## src/rtl/shift_seq_tx_pkg.sv

```systemverilog
// Shared definitions for the shift-sequence transmitter: state encodings and default sizes.
package shift_seq_tx_pkg;

  localparam int N_DEFAULT     = 4;
  localparam int CNT_W_DEFAULT = 3;

  typedef enum logic [1:0] {
    ST_IDLE = 2'd0,
    ST_SYNC = 2'd1,
    ST_DATA = 2'd2,
    ST_PAR  = 2'd3
  } state_t;

endpackage

```

## src/rtl/shift_seq_tx_piso_shifter.sv

```systemverilog
// N-bit parallel-load, MSB-first shift register.
// head is the bit at the MSB after this cycle's shift (q[N-2] when shifting, q[N-1] otherwise).
module piso_shifter #(
  parameter int N = 4
) (
  input  logic         clk,
  input  logic         rst,
  input  logic         ld,
  input  logic         sh,
  input  logic [N-1:0] din,
  output logic         head
);

  logic [N-1:0] q_reg;
  logic [N-1:0] q_next;

  genvar gi;
  generate
    for (gi = 0; gi < N; gi++) begin : g_bit
      if (gi == 0) begin : g_lsb
        assign q_next[gi] = ld ? din[gi] : (sh ? 1'b0 : q_reg[gi]);
      end else begin : g_upper
        assign q_next[gi] = ld ? din[gi] : (sh ? q_reg[gi-1] : q_reg[gi]);
      end
    end
  endgenerate

  always_ff @(posedge clk or posedge rst) begin
    if (rst) q_reg <= '0;
    else     q_reg <= q_next;
  end

  assign head = sh ? q_reg[N-2] : q_reg[N-1];

endmodule

```

## src/rtl/shift_seq_tx.sv

```systemverilog
// Serial sequence transmitter: shifts a sync code then a data word out MSB-first on outbit.
// Define SHIFT_SEQ_PARITY_EN to append an even-parity bit over the data word.
module shift_seq_tx
  import shift_seq_tx_pkg::*;
#(
  parameter int N     = N_DEFAULT,
  parameter int CNT_W = CNT_W_DEFAULT
) (
  input  logic         clk,
  input  logic         rst,
  input  logic         load,
  input  logic [N-1:0] code,
  input  logic [N-1:0] data,
  output logic         outbit,
  output logic         busy,
  output logic         done
);

  state_t           state_reg, state_next;
  logic [CNT_W-1:0] cnt_reg, cnt_next;
  logic             outbit_reg, outbit_next;
  logic             done_reg, done_next;
  logic             cap, code_sh, data_sh;
  logic             code_head, data_head;
  logic             cnt_zero;

`ifdef SHIFT_SEQ_PARITY_EN
  logic             par_reg;
`endif

  piso_shifter #(.N(N)) u_code (
    .clk(clk), .rst(rst), .ld(cap), .sh(code_sh), .din(code), .head(code_head)
  );

  piso_shifter #(.N(N)) u_data (
    .clk(clk), .rst(rst), .ld(cap), .sh(data_sh), .din(data), .head(data_head)
  );

  assign cnt_zero = (cnt_reg == '0);

  always_ff @(posedge clk or posedge rst) begin
    if (rst) begin
      state_reg  <= ST_IDLE;
      cnt_reg    <= '0;
      outbit_reg <= 1'b0;
      done_reg   <= 1'b0;
    end else begin
      state_reg  <= state_next;
      cnt_reg    <= cnt_next;
      outbit_reg <= outbit_next;
      done_reg   <= done_next;
    end
  end

`ifdef SHIFT_SEQ_PARITY_EN
  // Parity is taken at capture time because the data shifter is consumed during the frame.
  always_ff @(posedge clk or posedge rst) begin
    if (rst)      par_reg <= 1'b0;
    else if (cap) par_reg <= ^data;
  end
`endif

  always_comb begin
    state_next = state_reg;
    case (state_reg)
      ST_IDLE: if (load) state_next = ST_SYNC;
      ST_SYNC: if (cnt_zero) state_next = ST_DATA;
      ST_DATA: begin
        if (cnt_zero) begin
`ifdef SHIFT_SEQ_PARITY_EN
          state_next = ST_PAR;
`else
          state_next = ST_IDLE;
`endif
        end
      end
      default: state_next = ST_IDLE;
    endcase
  end

  always_comb begin
    cnt_next    = cnt_reg;
    outbit_next = 1'b0;
    done_next   = 1'b0;
    cap         = 1'b0;
    code_sh     = 1'b0;
    data_sh     = 1'b0;
    case (state_reg)
      ST_IDLE: begin
        if (load) begin
          cap         = 1'b1;
          outbit_next = code[N-1];
          cnt_next    = CNT_W'(N-1);
        end
      end
      ST_SYNC: begin
        if (!cnt_zero) begin
          code_sh     = 1'b1;
          outbit_next = code_head;
          cnt_next    = cnt_reg - CNT_W'(1);
        end else begin
          outbit_next = data_head;
          cnt_next    = CNT_W'(N-1);
        end
      end
      ST_DATA: begin
        if (!cnt_zero) begin
          data_sh     = 1'b1;
          outbit_next = data_head;
          cnt_next    = cnt_reg - CNT_W'(1);
        end else begin
`ifdef SHIFT_SEQ_PARITY_EN
          outbit_next = par_reg;
`else
          done_next   = 1'b1;
`endif
        end
      end
      default: done_next = 1'b1;
    endcase
  end

  assign busy   = (state_reg != ST_IDLE);
  assign outbit = outbit_reg;
  assign done   = done_reg;

endmodule
```

## config.mk

```make
export PLATFORM = sky130hd
export DESIGN_NAME = shift_seq_tx
export DESIGN_NICKNAME = d
export VERILOG_FILES = /design/src/rtl/shift_seq_tx_pkg.sv /design/src/rtl/shift_seq_tx_piso_shifter.sv /design/src/rtl/shift_seq_tx.sv
export SDC_FILE = /design/constraint.sdc
export NUM_CORES = 1
export LEC_CHECK = 0
export ABC_AREA = 1
export BUFFER_PORTS_ARGS = -buffer_cell sky130_fd_sc_hd__clkbuf_2
export CAP_MARGIN = 20
export CELL_PAD_IN_SITES_DETAIL_PLACEMENT = 0
export CELL_PAD_IN_SITES_GLOBAL_PLACEMENT = 1
export CORE_ASPECT_RATIO = 0.9
export CORE_UTILIZATION = 42
export DETAILED_ROUTE_END_ITERATION = 8
export GPL_TIMING_DRIVEN = 0
export PLACE_DENSITY = 0.87
export SYNTH_ARGS = -nofsm -noshare
export SYNTH_HDL_FRONTEND = slang
export SYNTH_HIERARCHICAL = 1
export SYNTH_SLANG_ARGS = --single-unit
```

## constraint.sdc

```tcl
create_clock -name clk -period 5.25 [get_ports clk]
set_clock_uncertainty 0.05 [all_clocks]
set_input_delay 1.3125 -clock clk [delete_from_list [all_inputs] [get_ports clk]]
set_output_delay 1.3125 -clock clk [all_outputs]
set_load 0.1 [all_outputs]
```

== Yosys cells after proc, flatten, opt, wreduce, memory -nomap -nowiden ==
Index checks and enable logic that the tools add are counted.

* Bits in registers: 15
* Word-level logic and storage cells: 59

* Add/sub/neg operators: 1
* Equal/unequal tests: 6
* Mux-type cells: 35
* Reductions and logical operators: 9

{| class="wikitable"
|+ Operators by type and width
! operator !! count
|-
| $mux 1 || 25
|-
| $mux 3 || 3
|-
| $pmux 3 s3 || 1
|-
| $ne 2x2->1 const B || 4
|-
| $mux 2 || 3
|-
| $pmux 2 s3 || 1
|-
| $reduce_and 3->1 || 2
|-
| $reduce_bool 2->1 || 3
|-
| $logic_not 3->1 || 1
|-
| $pmux 1 s3 || 1
|-
| $reduce_bool 3->1 || 1
|-
| $sub 3x1->3 const B || 1
|-
| $eq 2x1->1 const B || 1
|-
| $eq 2x2->1 const B || 1
|-
| $logic_not 2->1 || 1
|-
| $pmux 1 s2 || 1
|-
| $reduce_or 2->1 || 1
|}

== Depth between registers and ports, before layout ==
* Word-level depth: 6
* Gate-level depth with buffers: 12

== Cells and area by module ==
The synthesis kept the hierarchy.

{| class="wikitable"
|+ By module, submodules not included
! module !! times used !! cells an instance !! area an instance (sq um)
|-
| shift_seq_tx || 1 || 79 || 556.8
|-
| piso_shifter || 2 || 27 || 197.7
|}

== Worst setup path after synthesis ==
OpenSTA, ideal clock, no wires.

* Kind: register to output
* From: reg state_reg[0]
* To: out busy
* Arrival: 1.288 ns
* Required time: 3.888 ns
* Setup slack: 2.600 ns
* Cell stages (with the launch flop): 4
* Buffers on the path: 0
* Cells stage by stage: dfrtp_1 -> inv_1 -> ha_1 -> inv_1

* Cells in the longest elaborated chain, start to end: 1

{| class="wikitable"
|+ RTL lines
! element !! RTL line !! source
|-
| from (decl) || shift_seq_tx.sv:19 || <nowiki>state_t state_reg, state_next;</nowiki>
|-
| from (signal assigned) || shift_seq_tx.sv:48 || <nowiki>state_reg <= state_next;</nowiki>
|-
| $reduce_bool 2->1 || shift_seq_tx.sv:123 || <nowiki>assign busy = (state_reg != ST_IDLE);</nowiki>
|-
| to (decl) || shift_seq_tx.sv:15 || <nowiki>output logic busy,</nowiki>
|}

No other way between the ends.

== Worst setup path after layout ==
Ends and elaborated chain as after synthesis.

==> impl_metrics.ini <==
[run_status]
status = finished, final reports clean

[grt]
grt_pass1_vias = 683
overflow = 0
grt_max_degree = 14
antenna_found_initial = 0
track_usage_pct = 16.8
grt_pass1_wl_um = 2870

[drt]
first_pass_iters = 4
drc_errors = 0
drt_iter0_markers = 16
wl_um = 1690
ant_nets = 0
viasPerCell = 4.50
post_drt_wl_per_cell_um = 9.68
num_vias = 788

[clock_network]
cts.repair.resized = 0
clk_pin_slew_ns = 0.08
post_cts_buffers = 0
cts_inserted_buffers = 3
clock_sinks = 15
cts_hold_buf = 0
clock_path_buffers = 2
root_buffer = clkbuf_4
cts_tree = built
h-tree-depth = 1
clock_latency_ns = 0.28

[cells_and_area]
layout.nets = 168
final_util_pct = 53.0
multi_input_area_um2 = 460
fill_cells = 197
stdcell_area_um2 = 1070
area_growth_pct = 12.9
drive_gt1_share_pct = 22.0
diodes = 0
seq_area_um2 = 375
fin_cells = 175

[power_and_ir_drop]
power_density_nw_per_um2 = 665
p_total_mw = 0.715
vdd_drop_max_uv = 328
p_leak_nw = 0.639

[synthesis]
synthCells = 133
ys_ff_latch = 15
yosysWarnings = 6
synth_area_um2 = 952
ys_types = 17
postSynthAreaPerCell_um2 = 7.16
synth_nets = 150
yosysSeqAreaShare_pct = 39.4

[floorplan]
die_h_um = 47.2
start_util_pct = 47.0
pin_count = 14
rows = 15
core-area_um2 = 2030
die_x_um = 52.2
die_area_um2 = 2460

[placed_design]
placed_cells = 171
dp_slack_ns = 2.62
port_buffers = 13
gp_congestion = 0.775
placed_area_um2 = 1050
hpwl_um = 1380

[sta]
drv_slew = 0
fin_tns_setup_ns = 0
min_period_ns = 2.94
setup_viol = 0
worst_pin_slew_ns = 0.539
rsz0062_at_grt = no
hold_slack_ns = 0.426
finalCritPeriodShare_pct = 56.0
hold_viol_final = 0
slew_headroom_pct = 64.2
setup_ws_ns = 2.31
fmax_ghz = 0.340

[worst_setup_path]
reg2reg_setup_slack_ns = 3.38
startpoint_type = flip-flop
cp_max_fo = 5
crit_buf_inv = 3
cp-end-kind = output pin
crit_type = flip-flop to output pin
cpMaxStageDelayCell = clkbuf_2
cp_data_required_time_ns = 3.89
rr_endpoint = outbit
ff2ff_path_depth = 11
path_common_cell = inv_1
r2r_start = state_reg[0]
cp.arrival_ns = 1.58
critPathMaxStageDelay_ns = 0.45
crit_path_cell_trace = inv_1 > ha_1 > inv_1 > clkbuf_2
crit_family = buffers and inverters
cp.depth = 4

[min_path]
hold_path_end = u_data/q_reg[0]
min_path_type = flip-flop to flip-flop
holdPathStages = 2
min_from = u_data/q_reg[0]

[flow_run]
maxCapViolations = 0
[where the power goes]
| part | total, mW | switching [mW] | internal (mW) |
|---|---|---|---|
| Combinational | 0.451 | 0.310 | 0.140 |
| Clock | 0.0638 | 0.0343 | 0.0295 |
| Sequential | 0.201 | 0.0294 | 0.171 |
| Total | 0.715 | 0.374 | 0.341 |
[routing by layer]
layer / wire, um / GRT usage [%] / up-vias
met5: 0 / 0 / -
met4: 14 / 4.74 / 0
met3: 74 / 6.80 / 2
met2: 731 / 26.7 / 14
met1: 872 / 21.4 / 342
li1: - / - / 430
[layout by cell type (no fill, tap or decap), types with 2 or more instances in the layout]
cell type   n
a21oi_1     3
and2_1      2
clkbuf_2   13
clkbuf_4    3
dfrtp_1    15
ha_1        6
inv_1      25
inv_2       6
nand2_1    45
nand2_2     5
nand3_1    14
nor2_2      3
o21ai_1     3
[worst max-delay path by stage]
stage	start	to	slack (ns)
2_1_floorplan	state_reg[0]	busy	2.60
3_3_place_gp	state_reg[0]	busy	2.63
3_5_place_dp	state_reg[0]	busy	2.62
4_1_cts	state_reg[0]	busy	2.31
5_1_grt	state_reg[0]	busy	2.22
6_report	state_reg[0]	busy	2.31
[area by class of cell]
class                           instances  area share [%]
Sequential cell                        15            34.9
Timing Repair Buffer                   13            6.05
Clock buffer                            4            2.44
Inverter                               31            10.8
Tap cell                               25            2.91
Multi-Input combinational cell         87            42.8
[cells in the mapped netlist (all sizes together)]
master / instances / share of area (%)
a21oi: 4 / 2.5
and2: 2 / 1.3
dfrtp: 15 / 39
ha: 6 / 7.9
inv: 31 / 12
nand2: 50 / 21
nand3: 15 / 8.4
nor2: 5 / 4.5
o21ai: 4 / 2.1
or2: 1 / 0.66
[cells by family (layout without fill, tap and decap cells)]
| logic type | count (synthesis) | in the layout | share of synthesized area (%) |
|---|---|---|---|
| AND/OR/NAND/NOR | 73 | 73 | 35.9 |
| AO/OA/AOI/OAI | 8 | 8 | 4.60 |
| adder cells (fa/ha/maj) | 6 | 6 | 7.88 |
| buffers and inverters | 31 | 48 | 12.2 |
| flip-flops | 15 | 15 | 39.4 |
[worst reg2reg max path, delay by kind of cell, from the launching register on]
family          cells  cell delay, ns
fa+ha+maj           1            0.25
flops               1            0.43
buf+inv             4            0.29
simple gates        5            0.65
compound gates      1            0.13
Note: power is estimated with default switching activity, not from simulation.
